===== src/rtl/servo_frame_decoder_pkg.sv =====
// Shared definitions for the servo frame decoder.
//   PAYLOAD_BITS       - width of one received byte
//   DEFAULT_TERMINATOR - end-of-frame byte used unless overridden
//   DIVIDEND_W         - width of the nanosecond dividend (max 255_255_255)
//   WIDTH_W            - width of the pulse-width quotient (max 6_898_790)
//   state_e            - frame FSM encodings
//   calc_dividend      - b0*1e6 + b1*1e3 + b2, in nanoseconds
package servo_frame_decoder_pkg;

    localparam int unsigned PAYLOAD_BITS = 8;
    localparam logic [PAYLOAD_BITS-1:0] DEFAULT_TERMINATOR = 8'h0A;
    localparam int unsigned DIVIDEND_W = 28;
    localparam int unsigned WIDTH_W = 23;

    typedef enum logic [2:0] {
        StB0   = 3'd0,
        StB1   = 3'd1,
        StB2   = 3'd2,
        StTerm = 3'd3,
        StCalc = 3'd4
    } state_e;

    function automatic logic [DIVIDEND_W-1:0] calc_dividend(
        input logic [PAYLOAD_BITS-1:0] b0,
        input logic [PAYLOAD_BITS-1:0] b1,
        input logic [PAYLOAD_BITS-1:0] b2
    );
        return DIVIDEND_W'(b0) * DIVIDEND_W'(1_000_000)
             + DIVIDEND_W'(b1) * DIVIDEND_W'(1_000)
             + DIVIDEND_W'(b2);
    endfunction

endpackage


===== src/rtl/servo_frame_decoder_if.sv =====
// Byte-in / pulse-width-out bundle of the servo frame decoder.
//   i_rx_valid  - one-cycle strobe for a new received byte
//   i_rx_data   - received byte, meaningful only with i_rx_valid
//   o_pwm_width - pulse width in clock counts, held between updates
//   o_pwm_valid - one-cycle pulse when o_pwm_width changes
//   o_frame_err - one-cycle pulse on a discarded frame or byte
//   o_busy      - high while the division is running
// master: the byte source / PWM consumer side; slave: the decoder.
interface servo_frame_decoder_if;
    import servo_frame_decoder_pkg::*;

    logic                    i_rx_valid;
    logic [PAYLOAD_BITS-1:0] i_rx_data;
    logic [WIDTH_W-1:0]      o_pwm_width;
    logic                    o_pwm_valid;
    logic                    o_frame_err;
    logic                    o_busy;

    modport master (
        output i_rx_valid, i_rx_data,
        input  o_pwm_width, o_pwm_valid, o_frame_err, o_busy
    );

    modport slave (
        input  i_rx_valid, i_rx_data,
        output o_pwm_width, o_pwm_valid, o_frame_err, o_busy
    );

endinterface


===== src/rtl/udiv_seq.sv =====
// Sequential restoring divider, one quotient bit per cycle, W iterations.
//   i_clk, i_resetn - clock, asynchronous active-low reset
//   start           - load dividend and begin (ignored bits of state are overwritten)
//   dividend        - numerator, sampled on start
//   divisor         - denominator, must be held stable while busy
//   busy            - high during the W iteration cycles
//   done            - one-cycle pulse, registered with the final iteration
//   quotient        - low QW bits of floor(dividend / divisor), valid with done
module udiv_seq
    import servo_frame_decoder_pkg::*;
#(
    parameter int unsigned W  = DIVIDEND_W,
    parameter int unsigned QW = WIDTH_W
) (
    input  logic          i_clk,
    input  logic          i_resetn,
    input  logic          start,
    input  logic [W-1:0]  dividend,
    input  logic [W-1:0]  divisor,
    output logic          busy,
    output logic          done,
    output logic [QW-1:0] quotient
);

    localparam int unsigned CntW = $clog2(W);

    logic [W-1:0]    rem_q, rem_d;
    // Dividend bits leave at the MSB while quotient bits enter at the LSB.
    logic [W-1:0]    quo_q, quo_d;
    logic [CntW-1:0] cnt_q, cnt_d;
    logic            busy_q, busy_d;
    logic            done_q, done_d;

    logic [W:0]      shifted;
    logic [W:0]      sub;
    logic            fits;

    assign shifted = {rem_q, quo_q[W-1]};
    assign fits    = shifted >= {1'b0, divisor};
    assign sub     = shifted - {1'b0, divisor};

    always_comb begin
        rem_d  = rem_q;
        quo_d  = quo_q;
        cnt_d  = cnt_q;
        busy_d = busy_q;
        done_d = 1'b0;
        if (start) begin
            rem_d  = '0;
            quo_d  = dividend;
            cnt_d  = '0;
            busy_d = 1'b1;
        end else if (busy_q) begin
            if (fits) begin
                rem_d = sub[W-1:0];
                quo_d = {quo_q[W-2:0], 1'b1};
            end else begin
                rem_d = shifted[W-1:0];
                quo_d = {quo_q[W-2:0], 1'b0};
            end
            cnt_d = cnt_q + CntW'(1);
            if (cnt_q == CntW'(W - 1)) begin
                busy_d = 1'b0;
                done_d = 1'b1;
            end
        end
    end

    always_ff @(posedge i_clk or negedge i_resetn) begin
        if (!i_resetn) begin
            rem_q  <= '0;
            quo_q  <= '0;
            cnt_q  <= '0;
            busy_q <= 1'b0;
            done_q <= 1'b0;
        end else begin
            rem_q  <= rem_d;
            quo_q  <= quo_d;
            cnt_q  <= cnt_d;
            busy_q <= busy_d;
            done_q <= done_d;
        end
    end

    assign busy     = busy_q;
    assign done     = done_q;
    assign quotient = quo_q[QW-1:0];

    // The remainder stays below the divisor, so sub[W] is always zero after a fit;
    // the upper quotient bits are zero for any dividend the decoder can produce.
    logic unused_bits;
    assign unused_bits = ^{quo_q[W-1:QW], sub[W]};

endmodule


===== src/rtl/servo_frame_decoder.sv =====
// Decodes 3-byte servo frames (ms, us, ns digits) followed by a terminator into a
// PWM pulse width in clock counts: floor((b0*1e6 + b1*1e3 + b2) / CLK_PERIOD_NS).
//   i_clk    - system clock, rising edge
//   i_resetn - asynchronous active-low reset
//   bus      - slave side of servo_frame_decoder_if (byte strobe in, width out)
// Bytes arriving mid-calculation, bad terminators and inter-byte gaps of
// TIMEOUT_CYCLES inside a frame are discarded with an o_frame_err pulse.
module servo_frame_decoder
    import servo_frame_decoder_pkg::*;
#(
    parameter int unsigned             CLK_PERIOD_NS  = 37,
    parameter logic [PAYLOAD_BITS-1:0] TERMINATOR     = DEFAULT_TERMINATOR,
    parameter int unsigned             TIMEOUT_CYCLES = 27_000,
    parameter int unsigned             INIT_WIDTH     = 40_540
) (
    input  logic                 i_clk,
    input  logic                 i_resetn,
    servo_frame_decoder_if.slave bus
);

    localparam int unsigned TmrW = $clog2(TIMEOUT_CYCLES + 1);

    state_e                  state_q, state_d;
    logic [PAYLOAD_BITS-1:0] b0_q, b0_d;
    logic [PAYLOAD_BITS-1:0] b1_q, b1_d;
    logic [PAYLOAD_BITS-1:0] b2_q, b2_d;
    logic [TmrW-1:0]         timer_q, timer_d;
    logic [WIDTH_W-1:0]      width_q, width_d;
    logic                    pwm_valid_q, pwm_valid_d;
    logic                    frame_err_q, frame_err_d;

    logic                    div_start;
    logic                    div_busy;
    logic                    div_done;
    logic [WIDTH_W-1:0]      div_quotient;
    logic                    timeout_hit;

    assign timeout_hit = timer_q == TmrW'(TIMEOUT_CYCLES - 1);

    always_comb begin
        state_d     = state_q;
        b0_d        = b0_q;
        b1_d        = b1_q;
        b2_d        = b2_q;
        timer_d     = timer_q;
        width_d     = width_q;
        pwm_valid_d = 1'b0;
        frame_err_d = 1'b0;
        div_start   = 1'b0;

        unique case (state_q)
            StB0: begin
                timer_d = '0;
                if (bus.i_rx_valid) begin
                    b0_d    = bus.i_rx_data;
                    state_d = StB1;
                end
            end
            StB1, StB2, StTerm: begin
                if (bus.i_rx_valid) begin
                    timer_d = '0;
                    if (state_q == StB1) begin
                        b1_d    = bus.i_rx_data;
                        state_d = StB2;
                    end else if (state_q == StB2) begin
                        b2_d    = bus.i_rx_data;
                        state_d = StTerm;
                    end else if (bus.i_rx_data == TERMINATOR) begin
                        div_start = 1'b1;
                        state_d   = StCalc;
                    end else begin
                        frame_err_d = 1'b1;
                        state_d     = StB0;
                    end
                end else if (timeout_hit) begin
                    timer_d     = '0;
                    frame_err_d = 1'b1;
                    state_d     = StB0;
                end else begin
                    timer_d = timer_q + TmrW'(1);
                end
            end
            StCalc: begin
                // A stray byte is dropped but never disturbs the running division.
                if (bus.i_rx_valid) begin
                    frame_err_d = 1'b1;
                end
                if (div_done) begin
                    width_d     = div_quotient;
                    pwm_valid_d = 1'b1;
                    state_d     = StB0;
                end
            end
            default: begin
                state_d = StB0;
            end
        endcase
    end

    always_ff @(posedge i_clk or negedge i_resetn) begin
        if (!i_resetn) begin
            state_q     <= StB0;
            b0_q        <= '0;
            b1_q        <= '0;
            b2_q        <= '0;
            timer_q     <= '0;
            width_q     <= WIDTH_W'(INIT_WIDTH);
            pwm_valid_q <= 1'b0;
            frame_err_q <= 1'b0;
        end else begin
            state_q     <= state_d;
            b0_q        <= b0_d;
            b1_q        <= b1_d;
            b2_q        <= b2_d;
            timer_q     <= timer_d;
            width_q     <= width_d;
            pwm_valid_q <= pwm_valid_d;
            frame_err_q <= frame_err_d;
        end
    end

    udiv_seq #(
        .W  (DIVIDEND_W),
        .QW (WIDTH_W)
    ) u_div (
        .i_clk    (i_clk),
        .i_resetn (i_resetn),
        .start    (div_start),
        .dividend (calc_dividend(b0_q, b1_q, b2_q)),
        .divisor  (DIVIDEND_W'(CLK_PERIOD_NS)),
        .busy     (div_busy),
        .done     (div_done),
        .quotient (div_quotient)
    );

    assign bus.o_pwm_width = width_q;
    assign bus.o_pwm_valid = pwm_valid_q;
    assign bus.o_frame_err = frame_err_q;
    assign bus.o_busy      = state_q == StCalc;

    // The FSM state already tracks the division window.
    logic unused_div_busy;
    assign unused_div_busy = div_busy;

endmodule


===== src/flat_wrapper.sv =====
// flat-port wrapper written by rule: the top's interface ports become plain ports
module servo_frame_decoder_flat import servo_frame_decoder_pkg::*;
#(
    parameter int unsigned             CLK_PERIOD_NS  = 37,
    parameter logic [PAYLOAD_BITS-1:0] TERMINATOR     = DEFAULT_TERMINATOR,
    parameter int unsigned             TIMEOUT_CYCLES = 27_000,
    parameter int unsigned             INIT_WIDTH     = 40_540
)
  (i_clk, i_resetn, bus_i_rx_valid, bus_i_rx_data, bus_o_pwm_width, bus_o_pwm_valid, bus_o_frame_err, bus_o_busy);
  servo_frame_decoder_if bus_i ();
  input  logic i_clk;
  input  logic i_resetn;
  input wire logic [$bits(bus_i.i_rx_valid)-1:0] bus_i_rx_valid;
  input wire logic [$bits(bus_i.i_rx_data)-1:0] bus_i_rx_data;
  output wire logic [$bits(bus_i.o_pwm_width)-1:0] bus_o_pwm_width;
  output wire logic [$bits(bus_i.o_pwm_valid)-1:0] bus_o_pwm_valid;
  output wire logic [$bits(bus_i.o_frame_err)-1:0] bus_o_frame_err;
  output wire logic [$bits(bus_i.o_busy)-1:0] bus_o_busy;
  assign bus_i.i_rx_valid = bus_i_rx_valid;
  assign bus_i.i_rx_data = bus_i_rx_data;
  assign bus_o_pwm_width = bus_i.o_pwm_width;
  assign bus_o_pwm_valid = bus_i.o_pwm_valid;
  assign bus_o_frame_err = bus_i.o_frame_err;
  assign bus_o_busy = bus_i.o_busy;
  servo_frame_decoder #(.CLK_PERIOD_NS(CLK_PERIOD_NS), .TERMINATOR(TERMINATOR), .TIMEOUT_CYCLES(TIMEOUT_CYCLES), .INIT_WIDTH(INIT_WIDTH)) u_core (.i_clk(i_clk), .i_resetn(i_resetn), .bus(bus_i));
endmodule

===== config.mk =====
export PLATFORM = sky130hd
export DESIGN_NAME = servo_frame_decoder_flat
export DESIGN_NICKNAME = d
export VERILOG_FILES = /design/src/rtl/servo_frame_decoder_pkg.sv /design/src/rtl/servo_frame_decoder_if.sv /design/src/rtl/udiv_seq.sv /design/src/rtl/servo_frame_decoder.sv /design/src/flat_wrapper.sv
export SDC_FILE = /design/constraint.sdc
export NUM_CORES = 1
export LEC_CHECK = 0
export CAP_MARGIN = 5
export CORE_ASPECT_RATIO = 1.25
export CORE_MARGIN = 2
export CORE_UTILIZATION = 60
export CTS_CLUSTER_SIZE = 8
export DETAILED_ROUTE_END_ITERATION = 7
export PLACE_DENSITY = 0.79
export SLEW_MARGIN = 20
export SYNTH_ARGS = -nofsm -noshare
export SYNTH_HDL_FRONTEND = slang
export SYNTH_SLANG_ARGS = --single-unit
export TNS_END_PERCENT = 30

===== constraint.sdc =====
create_clock -name i_clk -period 12.5 [get_ports i_clk]
set_input_delay 2.5 -clock i_clk [delete_from_list [all_inputs] [get_ports i_clk]]
set_output_delay 2.5 -clock i_clk [all_outputs]
set_load 0.05 [all_outputs]

==> flow_summary.json <==
{
  "status": "finished clean",
  "synth_most_common_cell": "ha_1",
  "n_fill_cell": 1308,
  "die_y_um": 150,
  "core_region_area_sq_um": 16700,
  "ant_nets": 0,
  "grt_max_degree": 61,
  "synthCells": 1059,
  "start_util_pct": 60.9,
  "yosys.area.top_type": "dfrtp_1",
  "post_cts_buffers": 0,
  "finClkSkew_ps": 10.5,
  "initialDrtViolationCount": 630,
  "cts_tree": "done",
  "io_buffers": 36,
  "vias_per_cell": 5.82,
  "clock_latency_ps": 430,
  "routed_wl_mm": 21.2,
  "cts.sinks": 130,
  "wl_per_cell_um": 16.1,
  "hold_buffers": 0,
  "fmax_mhz": 152,
  "synth.area.top_cells": "dfrtp_1, ha_1, fa_1",
  "cp_slowest_cell": "fa_1",
  "maxCapViolCount": 0,
  "seq_area_frac_synth_pct": 32.1,
  "final-setup-viol-count": 0,
  "crit_type": "register to register",
  "drive_above_1_share_pct": 8.57,
  "h-tree-depth": 4,
  "end_kind": "register",
  "start_kind": "register",
  "path_buf_inv": 2,
  "dieArea_sq_um": 18000,
  "synth_top_area_share_pct": 29.7,
  "cts_buffers": 17,
  "final_hold_viol_count": 0,
  "crit_top_cell": "ha_1",
  "path_delay_family": "adder cells",
  "final_nets": 1262,
  "fp.dieW_um": 120,
  "grt_use_total_pct": 25.3,
  "drc": 0,
  "place_congestion": 0.869,
  "synth_edf_count": 0,
  "dr.pass1.iters": 6,
  "max-slew-margin-rel_pct": 37.2,
  "tns_ps": 0,
  "cp_slowest_stage_delay_ps": 640,
  "ios": 37,
  "ys_warn_count": 0,
  "ys.flop_type": "dfrtp_1",
  "hold_path_class": "register to register",
  "area_growth_pct": 10.7,
  "grt_pass1_vias": 7749,
  "rows": 53,
  "syn_nets": 1236,
  "synth-seq-cells": 130,
  "vias": 7665,
  "ys_types": 64,
  "clockBufferDepth": 2,
  "ys_async_sr_fraction_pct": 100,
  "clock-root-buffer": "clkbuf_16",
  "cp_max_fo": 7,
  "tightest_slew_ps": 941,
  "grt_setup_unrepaired": "no",
  "syn_area_per_cell_sq_um": 9.61,
  "period_share_pct": 52.7,
  "maxSlewViolCount": 0,
  "arrival_ps": 6900,
  "ys_top_cells_by_count": "ha_1, dfrtp_1, inv_1",
  "crit_required_ps": 12810,
  "post_cts_resized": 0,
  "clkTransAtPathRegs_ps": 60,
  "gr-total-overflow": 0,
  "period_needed_ps": 6590,
  "dp_hpwl_mm": 15.8,
  "syn-cell-area_sq_um": 10200,
  "grt_pass1_wl_mm": 36.8,
  "antenna_found_initial": 0,
  "r2r_slack_ps": 5910
}
## kinds of logic after synthesis
group	after synthesis	share of synthesized area [%]
flops	130	32.1
fa+ha+maj	166	23.4
simple gates	252	12.0
mux	59	6.23
xor+xnor	80	6.88
compound gates	238	14.3
buf+inv	134	5.02
## final timing paths
path                                   start                        end  depth (start not counted)
max                           u_core.b1_q[0]     u_core.u_div.quo_q[25]                         25
min                        u_core.u_div.done          u_core.state_q[2]                          1
max reg2reg                   u_core.b1_q[0]     u_core.u_div.quo_q[25]                         25
min reg2reg                u_core.u_div.done          u_core.state_q[2]                          1
max in group asynchronous           i_resetn  u_core.bus.o_pwm_width[9]                          3
min in group asynchronous           i_resetn             u_core.b2_q[7]                          1
## per-stage QoR
stage	util [%]	cell area, sq um	instances	hold slack [ps]	setup slack, ps
6_report	67.4	11300	1318	503	5910
5_1_grt	67.4	11300	1317	515	5450
4_1_cts	67.4	11300	1317	486	5890
3_5_place_dp	64.2	10700	1286	465	6020
3_3_place_gp	64.2	10700	1286	440	6170
2_1_floorplan	-	10200	1059	428	6500
## layout make-up
cell class                      count  area, sq um  share of cell area (%)
Multi-Input combinational cell    795         6410                    56.9
Sequential cell                   130         3270                    29.0
Clock buffer                       21          440                    3.91
Timing Repair Buffer               43          410                    3.64
Inverter                           98          368                    3.27
Tap cell                          220          275                    2.44
Clock inverter                     10         90.1                   0.800
Antenna cell                        1         2.50                  0.0222
## flip-flops by register name (all words and copies together), names as in the netlist
name	flops
u_core.bus.o_pwm_valid	1
u_core.u_div.busy	1
u_core.u_div.cnt_q	5
u_core.state_q	3
u_core.bus.o_frame_err	1
u_core.bus.o_pwm_width	23
u_core.u_div.done	1
u_core.u_div.quo_q	28
u_core.b1_q	8
u_core.b0_q	8
u_core.b2_q	8
u_core.timer_q	15
u_core.u_div.rem_q	28
## per-layer routing
| layer | GRT usage [%] | vias to the layer above | wire length [um] |
|---|---|---|---|
| li1 | - | 3751 | - |
| met1 | 30.4 | 3737 | 9050 |
| met2 | 45.1 | 130 | 11000 |
| met3 | 4.80 | 47 | 637 |
| met4 | 9.36 | 0 | 588 |
| met5 | 0 | - | 0 |
## cell usage in the layout, fill, tap and decap left out, types with 4 or more instances in the layout
cell / n
a211oi_1: 10
dfstp_2: 9
nor2b_1: 11
xnor2_1: 51
xor2_1: 29
clkinv_2: 4
mux2_2: 35
buf_4: 8
mux2i_1: 24
nand4_1: 7
a21boi_0: 4
nor4_1: 6
nor3_1: 23
dfrtp_1: 120
a31oi_1: 4
a21oi_1: 67
nand3_1: 23
o21ai_0: 95
clkbuf_16: 17
nor3b_1: 4
nand2_1: 75
o211ai_1: 5
a21o_1: 11
fa_1: 41
nand2b_1: 5
clkbuf_1: 4
nor2_1: 62
clkdlybuf4s50_1: 35
inv_1: 98
ha_1: 125
nand3b_1: 6
or3_1: 10
o21a_1: 7
Power is left out: the tool's default activity adds up to more than one toggle a clock period on the data nets, which glitch-free logic cannot reach.
